===== src/rtl/uart_pkg.sv =====
`default_nettype none
// ============================================================================
// Package : uart_pkg
// Brief   : Shared UART constants, arbiter state encoding and helpers.
// Rev     : 1.0  initial release
// ============================================================================
package uart_pkg;

    localparam int UART_DATA_W = 8;

    typedef enum logic [0:0] {
        ARB_IDLE = 1'b0,
        ARB_LOCK = 1'b1
    } uart_arb_state_t;

    // Increment with explicit wrap so non-power-of-2 requester counts stay in range.
    function automatic int unsigned uart_wrap_inc(input int unsigned idx, input int unsigned n);
        return ((idx + 32'd1) >= n) ? 32'd0 : (idx + 32'd1);
    endfunction

endpackage
`default_nettype wire


===== src/rtl/uart_rr_pick.sv =====
`default_nettype none
// ============================================================================
// Module : uart_rr_pick
// Brief  : Combinational rotating-priority encoder; searches upward from ptr.
// Rev    : 1.0  initial release
// ============================================================================
module uart_rr_pick
    import uart_pkg::*;
#(
    parameter int N     = 4,
    parameter int PTR_W = $clog2(N)
) (
    input  logic [N-1:0]     i_req,
    input  logic [PTR_W-1:0] i_ptr,
    output logic [N-1:0]     o_winner_oh,
    output logic [PTR_W-1:0] o_winner_idx,
    output logic             o_any
);

    logic [PTR_W:0] w_pos;

    // Walk offsets from the far end down so the nearest requester above ptr wins.
    always_comb begin
        o_winner_idx = '0;
        o_winner_oh  = '0;
        w_pos        = '0;
        o_any        = |i_req;
        for (int off = N - 1; off >= 0; off--) begin
            w_pos = {1'b0, i_ptr} + (PTR_W + 1)'(off);
            if (w_pos >= (PTR_W + 1)'(N)) begin
                w_pos = w_pos - (PTR_W + 1)'(N);
            end
            if (i_req[w_pos[PTR_W-1:0]]) begin
                o_winner_idx = w_pos[PTR_W-1:0];
            end
        end
        if (o_any) begin
            o_winner_oh[o_winner_idx] = 1'b1;
        end
    end

endmodule
`default_nettype wire


===== src/rtl/uart_tx_arbiter.sv =====
`default_nettype none
// ============================================================================
// Module : uart_tx_arbiter
// Brief  : Round-robin, frame-locked arbiter in front of the UART TX byte port.
//          Optional lock watchdog enabled by defining UART_ARB_TIMEOUT_EN.
// Rev    : 1.0  initial release
// ============================================================================
module uart_tx_arbiter
    import uart_pkg::*;
#(
    parameter int NUM_REQ = 4,
    parameter int DATA_W  = UART_DATA_W,
    parameter int TIMEOUT = 1023
) (
    input  logic                      clk,
    input  logic                      rst,
    input  logic [NUM_REQ-1:0]        req_valid,
    input  logic [NUM_REQ*DATA_W-1:0] req_data,
    input  logic [NUM_REQ-1:0]        req_last,
    output logic [NUM_REQ-1:0]        req_ready,
    output logic                      out_valid,
    output logic [DATA_W-1:0]         out_data,
    input  logic                      out_ready,
    output logic [NUM_REQ-1:0]        grant,
    output logic                      busy,
    output logic                      timeout_pulse
);

    localparam int PTR_W = $clog2(NUM_REQ);

    uart_arb_state_t    state_q, state_d;
    logic [PTR_W-1:0]   ptr_q, ptr_d;
    logic [PTR_W-1:0]   owner_q, owner_d;
    logic [NUM_REQ-1:0] grant_q, grant_d;
    logic               busy_q, busy_d;

    logic [NUM_REQ-1:0] w_pick_oh;
    logic [PTR_W-1:0]   w_pick_idx;
    logic               w_pick_any;
    logic               w_valid_sel;
    logic               w_last_sel;
    logic               w_xfer;
    logic               w_timeout;
    logic [PTR_W-1:0]   w_ptr_next;

    uart_rr_pick #(
        .N     (NUM_REQ),
        .PTR_W (PTR_W)
    ) u_pick (
        .i_req        (req_valid),
        .i_ptr        (ptr_q),
        .o_winner_oh  (w_pick_oh),
        .o_winner_idx (w_pick_idx),
        .o_any        (w_pick_any)
    );

    // Byte path is a pure mux off the registered one-hot grant; idle grant gives zeros.
    always_comb begin
        w_valid_sel = |(req_valid & grant_q);
        w_last_sel  = |(req_last & grant_q);
        out_data    = '0;
        for (int i = 0; i < NUM_REQ; i++) begin
            if (grant_q[i]) begin
                out_data = req_data[i*DATA_W +: DATA_W];
            end
        end
    end

    assign out_valid  = w_valid_sel;
    assign req_ready  = grant_q & {NUM_REQ{out_ready}};
    assign w_xfer     = w_valid_sel & out_ready;
    assign w_ptr_next = PTR_W'(uart_wrap_inc(32'(owner_q), NUM_REQ));
    assign grant      = grant_q;
    assign busy       = busy_q;

`ifdef UART_ARB_TIMEOUT_EN
    localparam int CNT_W = $clog2(TIMEOUT + 1);

    logic [CNT_W-1:0] cnt_q, cnt_d;
    logic             tpulse_q;
    logic             w_expired;

    assign w_expired = (cnt_q == CNT_W'(TIMEOUT));
    // A transfer in the expiry cycle wins over the forced release.
    assign w_timeout = busy_q & ~w_xfer & w_expired;

    always_comb begin
        cnt_d = cnt_q;
        if (!busy_q || w_xfer) begin
            cnt_d = '0;
        end else if (!w_valid_sel && !w_expired) begin
            cnt_d = cnt_q + 1'b1;
        end
    end

    always_ff @(posedge clk or negedge rst) begin
        if (!rst) begin
            cnt_q    <= '0;
            tpulse_q <= 1'b0;
        end else begin
            cnt_q    <= cnt_d;
            tpulse_q <= w_timeout;
        end
    end

    assign timeout_pulse = tpulse_q;
`else
    logic timeout_unused;

    assign timeout_unused = (TIMEOUT > 0);
    assign w_timeout      = 1'b0;
    assign timeout_pulse  = 1'b0;
`endif

    always_comb begin
        state_d = state_q;
        ptr_d   = ptr_q;
        owner_d = owner_q;
        grant_d = grant_q;
        busy_d  = busy_q;
        case (state_q)
            ARB_IDLE: begin
                if (w_pick_any) begin
                    state_d = ARB_LOCK;
                    owner_d = w_pick_idx;
                    grant_d = w_pick_oh;
                    busy_d  = 1'b1;
                end
            end
            ARB_LOCK: begin
                // Releasing always lands in IDLE, which guarantees a gap cycle between frames.
                if ((w_xfer && w_last_sel) || w_timeout) begin
                    state_d = ARB_IDLE;
                    grant_d = '0;
                    busy_d  = 1'b0;
                    ptr_d   = w_ptr_next;
                end
            end
            default: begin
                state_d = ARB_IDLE;
                grant_d = '0;
                busy_d  = 1'b0;
            end
        endcase
    end

    always_ff @(posedge clk or negedge rst) begin
        if (!rst) begin
            state_q <= ARB_IDLE;
            ptr_q   <= '0;
            owner_q <= '0;
            grant_q <= '0;
            busy_q  <= 1'b0;
        end else begin
            state_q <= state_d;
            ptr_q   <= ptr_d;
            owner_q <= owner_d;
            grant_q <= grant_d;
            busy_q  <= busy_d;
        end
    end

endmodule
`default_nettype wire


===== config.mk =====
export PLATFORM = sky130hd
export DESIGN_NAME = uart_tx_arbiter
export DESIGN_NICKNAME = d
export VERILOG_FILES = /design/src/rtl/uart_pkg.sv /design/src/rtl/uart_rr_pick.sv /design/src/rtl/uart_tx_arbiter.sv
export SDC_FILE = /design/constraint.sdc
export NUM_CORES = 1
export LEC_CHECK = 0
export ABC_AREA = 1
export CAP_MARGIN = 10
export CORE_MARGIN = 3
export CORE_UTILIZATION = 33
export CTS_CLUSTER_DIAMETER = 100
export DETAILED_ROUTE_END_ITERATION = 7
export PLACE_DENSITY_LB_ADDON = 0.12
export SLEW_MARGIN = 20
export SYNTH_ARGS = -nofsm -noshare
export SYNTH_HDL_FRONTEND = slang
export SYNTH_SLANG_ARGS = --single-unit

===== constraint.sdc =====
create_clock -name clk -period 1.2 [get_ports clk]
set_input_delay 0.24 -clock clk [delete_from_list [all_inputs] [get_ports clk]]
set_output_delay 0.24 -clock clk [all_outputs]
set_load 0.005 [all_outputs]

---- Yosys cells after proc, flatten, opt, wreduce, memory -nomap -nowiden ----
Index checks and enable logic that the tools add are counted.
cells by class
  order comparisons ....................... 11
  add/sub/neg operators ................... 8
  eq/ne operators ......................... 2
  bitwise logic cells ..................... 5
  mux-type cells .......................... 32
  reduce and logical (&&, ||, !) cells .... 8
operator list
  kind                   count
  $mux W8                4
  $mux W2                9
  $lt A2 B3 Y1 const B   5
  $and A4 B4 Y4          3
  $ge A3 B3 Y1 const B   4
  $reduce_or A4 Y1       3
  $mux W1                9
  $bmux W1 S2            4
  $mux W4                2
  $pmux W4 S2            1
  $sub A2 B1 Y2 const B  4
  $add A2 B1 Y3 const B  2
  $add A2 B2 Y3 const B  2
  $reduce_and A2 Y1      3
  $ne A2 B1 Y1 const B   2
  $pmux W1 S2            2
  $ge A2 B3 Y1 const B   1
  $demux W1 S2           1
  $ge A2 B1 Y1 const B   1
  $logic_and A1 B1 Y1    2
  $and A1 B1 Y1          1
  $not A1 Y1             1
storage, ports and cells
  logic and storage cells ................. 71
  output and inout bits ................... 19
  register bits ........................... 10

---- Longest topological paths before layout ----
Gate-level depths: netlist of run 1.
  depth after elaboration ................. 15
  depth in mapped cells ................... 11
  depth with buffers taken out ............ 10

---- Modules after synthesis ----
A second synthesis of run 1 with hierarchy kept.
unflattened totals
  cells, all modules ...................... 192
  area total of the unflattened synthesis .. 1,116.1 sq um
modules (own cells, without submodules)
  module           area an instance (sq um)  times used  cells each  sequential area each (sq um)
  uart_tx_arbiter  849.6                     1           137         250.2
  uart_rr_pick     266.5                     1           55          0.0

---- Worst setup path before layout of run 1 ----
OpenSTA, ideal clock, no wires.
  path kind ............................... register to output
  start ................................... register grant_q[2] (netlist: grant[2])
  end ..................................... output port out_data[0]
  path buffers ............................ 2
  data arrival time ....................... 1.085 ns
  stages on the path, launching flop included .. 5
  data required time ...................... 0.960 ns
  setup slack ............................. -0.125 ns
  cell sequence ........................... dfrtp_1 buf_2 buf_1 a21oi_1 a21oi_1
on the way
  longest elaborated chain between the ends .. 2
RTL lines
  element                 RTL line                source
  start, declared         uart_tx_arbiter.sv:34   logic [NUM_REQ-1:0] grant_q, grant_d;
  start signal, assigned  uart_tx_arbiter.sv:158  grant_q <= grant_d;
  $mux W8 (2 in series)   uart_tx_arbiter.sv:63   if (grant_q[i]) begin
  end, declared           uart_tx_arbiter.sv:22   output logic [DATA_W-1:0] out_data,
No other way between the ends.

---- Worst setup path in the final report of run 1 ----
  start ................................... register grant_q[1] (netlist: grant[1])
  end ..................................... output port out_data[1]
on the way
  longest elaborated chain between the ends .. 3
RTL lines
  element                RTL line
  $mux W8 (3 in series)  uart_tx_arbiter.sv:63
No other way between the ends.

==> results of run 1 <==
==> final cells by class <==
| class | instances | share of cell area, % |
|---|---|---|
| well taps | 31 | 1.779 |
| repair buffers | 98 | 42.17 |
| flip-flops and latches | 10 | 11.70 |
| clock buffers | 4 | 1.205 |
| inverters | 18 | 3.557 |
| multi-input cells | 132 | 39.59 |
==> report_power, final <==
group | switching (mW) | internal, mW | leakage [nW]
logic | 0.300 | 0.352 | 0.980
registers | 0.0190 | 0.352 | 0.127
clock network | 0.127 | 0.129 | 0.0150
total | 0.446 | 0.833 | 1.12
==> through the flow <==
step,utilization (%),cells,setup TNS [ps],instance area (sq um)
5_1_grt,77.74,293,-9541,2181
3_5_place_dp,61.11,265,-11650,1714
4_1_cts,72.26,289,-6955,2027
2_1_floorplan,-,165,-7.690,1011
3_3_place_gp,61.11,265,-11300,1714
6_report,77.74,293,-8321,2181
==> flip-flops by register name (all words and copies together) (netlist names) <==
signal	cells
busy	1
grant	4
ptr_q	2
owner_q	2
state_q	1
==> worst max-delay path: cells and delay by family (launching register included) <==
family | cells | cell delay [ps]
AO/OA/AOI/OAI | 2 | 270
flip-flops | 1 | 440
AND/OR/NAND/NOR | 2 | 190
buffers and inverters | 3 | 360
==> routing by layer <==
metal,global-route usage [%],up-vias,routed length (microns)
li1,-,729,-
met1,28.87,689,1809
met2,36.34,74,2333
met3,3.191,19,293
met4,9.907,0,129
met5,0,-,0
==> placed cells by master, fill, tap and decap left out <==
cell,instances
a21o_1,8
nand2_1,34
dfrtp_1,6
clkbuf_4,3
buf_12,1
inv_4,2
inv_2,9
ha_1,1
nand4_1,4
o21ai_2,3
clkbuf_1,1
clkdlybuf4s50_1,37
clkinv_4,1
o2111ai_2,1
a21oi_2,6
o21ai_1,3
conb_1,1
nor2_4,3
buf_8,1
nand3_2,8
buf_2,11
or2_2,1
inv_1,6
clkdlybuf4s15_1,1
nand2_4,7
buf_6,20
o21a_1,1
nand3_1,5
nor2_1,8
clkbuf_2,2
nand3_4,1
buf_16,1
dlygate4sd2_1,5
buf_4,19
nand3b_4,2
dfrtp_2,4
nand2_2,25
a21oi_1,10
==> cells by family after synthesis <==
group                      after synthesis
DFF                                     10
adders and majority gates                1
buffers and inverters                   24
other                                    1
AOI/OAI and AO/OA                       32
and+or+nand+nor                         97
==> final timing paths <==
kind / start / to
max reg2reg: grant[1] / grant[3]
min: rst / busy
max in group asynchronous: rst / ptr_q[1]
max: grant[1] / out_data[1]
min in group clk: owner_q[1] / owner_q[1]
min reg2reg: owner_q[1] / owner_q[1]
==> timing repair <==
action	CTS	global route
pin swaps	14	17
endpoints found under the setup margin	28	27
buffers inserted	19	5
gates resized for setup	122	48
gates cloned	3	0
==> flow_summary.toml, run 1 <==
[run_status]
status = "finished, violations left"
violations = "setup timing"

[logic_synthesis]
ys_seq_area_share_pct = 25.32
ys_top_cells_by_count = "nand2_1, a21oi_1, inv_1, nand3_1, dfrtp_1"
synthFlopType = "dfrtp_1"
ys_ff_latch = 10
synth-simple-area-share_pct = 42.66
synth_area_leaders = "dfrtp_1, nand2_1, a21oi_1, nand3_1, a21o_1"
synthXorXnorAreaFrac_pct = 0
postSynthCellCount = 165
synth_edf_count = 0
syn_avg_cell_area_sq_um = 5.991
yosysTopAreaCellShare_pct = 25.32
synth_top_family_by_area = "simple AND/OR/NAND/NOR gates"
syn_nets = 209
synthAdderAreaFrac_pct = 1.266
async_flop_share_pct = 100.0
ys_warn_count = 0
netlist_area_sq_um = 988.4
synth.area.mux_share_pct = 0
synth_compound_area_share_pct = 19.49
synth_most_common_cell = "nand2_1"
yosysTopAreaCell = "dfrtp_1"
ys_types = 26

[power]
ir_worst_vdd_v = 0.0004874
p_leak_nw = 1.122
total_power_mw = 1.279
p_per_area_nw_per_um2 = 586.4

[clock_tree]
cts_hold_buf = 0
numCtsBuffers = 3
cts_root_buf = "clkbuf_4"
clk_latency_ps = 280
clkTransAtPathRegs_ps = 70
cts_tree = "done"
htreeDepth = 1
ctsLongestPathBuffers = 2
cts_sinks = 10

[detailed_routing]
drt-initial-drc-count = 73
finalWirelength_microns = 4565
antenna_left = 0
viasPerCell = 5.157
drc = 0
wire_per_inst_microns = 15.58
num_vias = 1511
drtPass1Iterations = 4

[floorplan]
design.core.area_sq_um = 2805
dieWidth_microns = 60.73
ioPinCount = 62
floorplan.initialDensity_pct = 35.24
die_h_microns = 60.73
rows = 19
die_area_sq_um = 3688

[setup_path]
critPathLaunchType = "flop"
cp.required_ps = 960
cpPeakStageDelay_ps = 440
end_kind = "primary output"
ff2ff_path_depth = 8
crit_arrival_ps = 1550
path_common_cell = "buf_6"
critical_path.cell_chain = "nor2_4 > buf_6 > buf_6 > nand2_2 > a21o_1 > a21oi_2 > buf_2"
path_class = "reg2out"
critPathSlowestCell = "dfrtp_2"
rrSetupSlack_ps = -330
crit_fanout = 4

[global_route]
antenna_found_initial = 0
grt_pass1_vias = 1464
grt_max_degree = 11
overflow = 0
grt_usage_pct = 22.17
grt_pass1_wl_microns = 6285

[place]
gp_congestion = 0.7066
dp_slack_ps = -616.0
portBuffers = 60
dp_hpwl_microns = 2623

[timing]
fin_worst_skew_ps = 11.03
slew_violations = 0
fmax_mhz = 559.9
setup_slack_ps = -585.9
rsz0062_at_grt = "yes"
whs_ps = 283.6
finalHoldViolations = 0
setup_viol_count_final = 25
period_minus_slack_ps = 1786
final.period_utilization_pct = 148.8

[final_layout]
finalNetCount = 307
regArea_sq_um = 255.2
syn_to_final_growth_pct = 120.6
antenna_cells = 0
multi_input_area_sq_um = 863.3
n_fill_cell = 171
drive_gt1_share_pct = 50.00

[run]
drv_cap = 0

[min_path]
hold_class = "in2async"
No activity file was read; power rests on OpenSTA's default activity.
==> inputs of run 2 (changes only) <==
--- a/config.mk
+++ b/config.mk
@@ -6,12 +6,12 @@
 export NUM_CORES = 1
 export LEC_CHECK = 0
 export ABC_AREA = 1
-export CAP_MARGIN = 10
 export CORE_MARGIN = 3
 export CORE_UTILIZATION = 33
 export CTS_CLUSTER_DIAMETER = 100
 export DETAILED_ROUTE_END_ITERATION = 7
 export PLACE_DENSITY_LB_ADDON = 0.12
+export SKIP_LAST_GASP = 1
 export SLEW_MARGIN = 20
 export SYNTH_ARGS = -nofsm -noshare
 export SYNTH_HDL_FRONTEND = slang
==> run 2 against run 1 <==
Net effect: the run still ends with setup timing left; critical path type unchanged; global-route usage increased by 0.39 points; largest cell class unchanged; clock-buffer cell count did not move; sequential cell count unchanged; clock power grew 4%; critical endpoint unchanged.
==> flow_summary.toml, run 2 (synthesized netlist as in run 1, its figures left out) <==
[run_status]
status = "finished, violations left"
violations = "setup timing"

[timing]
fmax_mhz = 549.5
rsz0062_at_grt = "yes"
finalHoldViolations = 0
whs_ps = 270.0
final.period_utilization_pct = 151.7
fin_worst_skew_ps = 16.62
slew_violations = 0
setup_slack_ps = -619.9
period_minus_slack_ps = 1820
setup_viol_count_final = 28

[detailed_routing]
highest_layer = "met4"
finalWirelength_microns = 4524
wire_per_inst_microns = 15.39
antenna_left = 0
drtPass1Iterations = 4
met2_length_microns = 2287
viasPerCell = 5.146
num_vias = 1513
wl_met3_microns = 192
m1WireLength_microns = 1920
drt-initial-drc-count = 73
drc = 0

[clock_tree]
htreeDepth = 1
cts_tree = "done"
clkTransAtPathRegs_ps = 80
numCtsBuffers = 3
cts_sinks = 10
cts_root_buf = "clkbuf_4"
clk_latency_ps = 290
cts_hold_buf = 0
ctsLongestPathBuffers = 2

[power]
p_per_area_nw_per_um2 = 592.0
seq_power_share_pct = 28.3
power_frac_comb_pct = 51.2
switching_power_mw = 0.4644
clkPwrFrac_pct = 20.4
switching_share_pct = 35.50
p_int_mw = 0.8437
p_leak_nw = 1.142
ir_worst_vdd_v = 0.0006966

[global_route]
antenna_found_initial = 0
grt_pass1_wl_microns = 6361
grt_pass1_vias = 1446
grt_max_degree = 11
overflow = 0
grt_usage_pct = 22.56

[floorplan]
design.core.area_sq_um = 2805
ioPinCount = 62
die_h_microns = 60.73
floorplan.initialDensity_pct = 35.24
dieWidth_microns = 60.73
die_area_sq_um = 3688
rows = 19

[setup_path]
rrSetupSlack_ps = -370
rr_startpoint = "grant[1]"
crit_fanout = 4
critPathLaunchType = "flop"
crit_arrival_ps = 1580
ff2ff_path_depth = 8
end_kind = "primary output"
cp.required_ps = 960
r2r_end = "ptr_q[1]"
path_class = "reg2out"

[place]
dp_hpwl_microns = 2623
gp_congestion = 0.7066
dp_cells = 265
portBuffers = 60

[run]
drv_cap = 0

[final_layout]
utilization_pct = 78.77
layout_commonest_cell = "nand2_1"
fin_cells = 294
finalNetCount = 308
mostFrequentLayoutCells = "nand2_1, clkdlybuf4s50_1, buf_4"
syn_to_final_growth_pct = 123.5
drive_gt1_share_pct = 47.91
antenna_cells = 0
largest_register_ffs = 4

[min_path]
hold_class = "in2async"
run 2: power groups by stage:
stage / Sequential, mW / Clock [mW] / Combinational [mW]
2_1_floorplan: 0.370 / 0 / 0.204
3_3_place_gp: 0.374 / 0 / 0.464
3_5_place_dp: 0.375 / 0 / 0.473
4_1_cts: 0.370 / 0.255 / 0.549
5_1_grt: 0.372 / 0.280 / 0.719
6_report: 0.371 / 0.267 / 0.670
run 2: cell type report:
cell class	instances	area (sq um)
multi-input combinational	132	882.1
inverter	18	80.08
timing repair buffer	99	927.1
clock buffer	4	26.28
fill	183	595.6
tap	31	38.79
sequential	10	255.2
run 2: how the worst max path moves through the flow:
stage                  from     endpoint
2_1_floorplan      ptr_q[0]     grant[0]
3_3_place_gp   req_data[13]  out_data[5]
3_5_place_dp   req_data[11]  out_data[3]
4_1_cts            grant[1]  out_data[1]
5_1_grt            grant[1]  out_data[1]
6_report           grant[1]  out_data[1]
run 2: timing repair:
action                                  CTS  global route
endpoints found under the setup margin   28            27
pin swaps                                14            26
cloned                                    3             0
buffers inserted                         19             6
resized for setup                       116            51
run 2: metal layers:
layer	GRT usage [%]	up-vias
li1	-	729
met1	29.65	717
met2	37.40	52
met3	2.979	15
met4	8.978	0
met5	0	-
run 2: critical path, stage by stage (launching register included):
cell	delay, ps
dfrtp_2	440
nor2_4	140
buf_6	120
buf_6	100
nand2_2	40
a21o_1	170
a21oi_2	130
buf_2	140
run 2: stage by stage:
stage	worst slack (ps)	setup TNS [ps]	area [sq um]	power [mW]
2_1_floorplan	-3.849	-7.690	1011	0.5739
3_3_place_gp	-600.5	-11300	1714	0.8385
3_5_place_dp	-616.0	-11650	1714	0.8478
4_1_cts	-505.7	-7037	1998	1.173
5_1_grt	-687.4	-10130	2210	1.371
6_report	-619.9	-8676	2210	1.308
==> inputs of run 3 (changes only) <==
--- a/config.mk
+++ b/config.mk
@@ -10,6 +10,7 @@
 export CORE_UTILIZATION = 33
 export CTS_CLUSTER_DIAMETER = 100
 export DETAILED_ROUTE_END_ITERATION = 7
+export HOLD_SLACK_MARGIN = 0.08
 export PLACE_DENSITY_LB_ADDON = 0.12
 export SKIP_LAST_GASP = 1
 export SLEW_MARGIN = 20
==> results of run 3 <==
Same layout as run 2: the final DEF is identical, and so are final timing and power.
==> RTL change: new RTL, flow settings as in run 1 <==
`UART_DATA_W`: 8 -> 6.
--- a/src/rtl/uart_pkg.sv
+++ b/src/rtl/uart_pkg.sv
@@ -7,5 +7,5 @@
 package uart_pkg;
 
-    localparam int UART_DATA_W = 8;
+    localparam int UART_DATA_W = 6;
 
     typedef enum logic [0:0] {
Ports: changed (resized out_data and req_data); port bits go from 62 to 52. The function was not compared with the original's and may differ.
==> RTL change against run 1 <==
  * Synthesized area is 4.9% lower
  * Die area decreased by 4.5%
  * Cell area is 4.6% lower
  * Sequential cell count stayed put
  * Worst hold slack better by 0.0060 ns
  * The flow still finishes with violations (negative setup slack)
  * Worst setup slack better by 0.079 ns
  * Wire length down 6.8%
  * Non-clock buffer count shrank 7
Power is left out: it rests on default switching activity, and per cell area and clock period it moved more than threefold.
==> RTL change: results (changes against run 1) <==
| Item | This run | Unit | Change |
| --- | --- | --- | --- |
| Run status | finished, violations left | - | unchanged |
| Violations in the final reports | negative setup slack | - | unchanged |
| Largest stage delay on the critical path | 0.44 | ns | about the same |
| Gr usage total | 20.80 | % | was 22.17% |
| Share of layout cells above drive strength 1 | 53.53 | % | was 50.00% |
| Reg-to-reg startpoint | ptr_q[0] | - | was grant[1] |
| Gate family responsible for the most delay along the worst path | flip-flops | - | unchanged |
| Reg2Reg Capture Point | grant[1] | - | was grant[3] |
| Register-to-Register Path Depth | 12 | - | was 8 |
| Clock slew seen by the registers of the worst setup and hold paths | 0.06 | ns |  |
| Initial antenna violation count | 0 | - | unchanged |
| Maximum level of the CTS H-tree | 1 | - | unchanged |
| Global-route wire length before repair | 5.671 | mm | was 6.285 mm |
| Number of flip-flops under the largest register name | 4 | - | unchanged |
| Post-synthesis sequential area ratio | 26.63 | % | was 25.32% |
| Diode count | 0 | - | unchanged |
| Critical Path Slowest Stage Cell | dfrtp_2 | - | unchanged |
| Area post-placement | 1620 | sq um | was 1714 sq um |
| Top cell types by occurrence after synthesis | nand2_1, inv_1, a21oi_1, dfrtp_1, nor2_1 | - | was nand2_1, a21oi_1, inv_1, nand3_1, dfrtp_1 |
| Synth warn | 0 | - | unchanged |
| Count of input and output buffers | 50 | - | was 60 |
| WP data arrival | 1.47 | ns | was 1.55 ns |
| Setup slack at placement | -0.6018 | ns | was -0.6160 ns |
| RePlAce Congestion | 0.7782 | - | was 0.7066 |
| Flip-flop cell with the highest count after synthesis | dfrtp_1 | - | unchanged |
| Critical path origin | grant[1] | - | unchanged |
| Net total in the final layout | 279 | - | was 307 |
| Vias in the first global route | 1272 | - | was 1464 |
| Maximum fanout encountered on the critical timing path | 3 | - | was 4 |
| DRC violation total after the first TritonRoute iteration | 58 | - | was 73 |
| DPL Wire Length | 2.435 | mm | was 2.623 mm |
| Antenna Nets Post-Route | 0 | - | unchanged |
| Largest net degree at the start of global routing | 11 | - | unchanged |
| Total via count in the routed design | 1367 | - | was 1511 |
| Clock latency on the worst-skew pair | 0.26 | ns | was 0.28 ns |
| Proportion of synthesized flip-flops having asynchronous set or reset | 100.0 | % | unchanged |
| Leading cell types by total area after synthesis | dfrtp_1, nand2_1, a21oi_1, inv_1, a21o_1 | - | was dfrtp_1, nand2_1, a21oi_1, nand3_1, a21o_1 |
| Yosys cell types | 25 | - | was 26 |
| Mean routed wirelength per cell | 15.70 | microns | was 15.58 microns |
| Synthesized netlist net count | 189 | - | was 209 |
| Final WS setup | -0.5068 | ns | was -0.5859 ns |
| Setup Skew | 0.003420 | ns | was 0.01103 ns |
| First-pass iteration count of the detailed router | 4 | - | unchanged |
| Setup slack, reg-to-reg | -0.39 | ns | was -0.33 ns |
| Path category of the worst min-delay check | in -> async | - | unchanged |
| Max Root-Sink Buffers | 2 | - | unchanged |
| Number of buffers created by CTS | 3 | - | unchanged |
| Clock root cell | clkbuf_4 | - | unchanged |
| Final setup violation count | 24 | - | was 25 |
==> RTL change: what timing repair did <==
item	4_1_cts	5_1_grt
gates resized for setup	95	57
buffers inserted	19	7
pin swaps	10	17
setup endpoints to repair	26	25
cloned	1	0
hold buffers	0	0
==> RTL change: per-layer routing <==
metal | vias up | part of all wire (%) | GRT usage [%]
li1 | 661 | - | -
met1 | 646 | 43 | 28.30
met2 | 46 | 49 | 34.48
met3 | 14 | 4.7 | 3.268
met4 | 0 | 2.9 | 4.531
met5 | - | 0 | 0
==> RTL change: layout make-up <==
type	instances	area, sq um
multi-input cells	118	818.3
inverters	19	86.33
well taps	30	37.54
fillers	150	509.2
clock buffers	3	22.52
flip-flops and latches	10	254.0
repair buffers	91	862.1
==> RTL change: worst max-delay path by stage <==
stage / end / slack, ns / cells after the start
after detailed placement: out_data[4] / -0.60 / 5
after CTS: out_data[3] / -0.52 / 7
final: out_data[3] / -0.51 / 7
after global routing: out_data[3] / -0.58 / 8
after global placement: out_data[3] / -0.59 / 5
after floorplan: out_data[2] / -0.02 / 5
==> RTL change: through the flow <==
stage               setup TNS [ns]  instances  hold slack, ns
CTS                         -6.508        267          0.2955
global placement            -10.11        244          0.4612
floorplan                  -0.1373        153        -0.05559
global route                -7.890        271          0.3112
detailed placement          -10.30        244          0.4773
finish                      -6.554        271          0.2896
==> RTL change: cell families after synthesis <==
kind of cell | Yosys count | synth area share (%)
compound gates | 25 | 16.11
fa+ha+maj | 1 | 1.331
buf+inv | 25 | 12.92
flops | 10 | 26.63
other cells | 1 | 0.3991
simple gates | 91 | 42.61
==> RTL change: worst reg2reg max path, cell delays in order, from the launching register on <==
cell	delay, ns
dfrtp_2	0.43
buf_12	0.15
clkinv_8	0.07
nand2_2	0.05
nand2_2	0.07
nand2_2	0.09
nand2_1	0.07
inv_1	0.06
nand2_2	0.08
nand2_2	0.05
nand2_2	0.07
nand2_2	0.08
o21bai_1	0.22
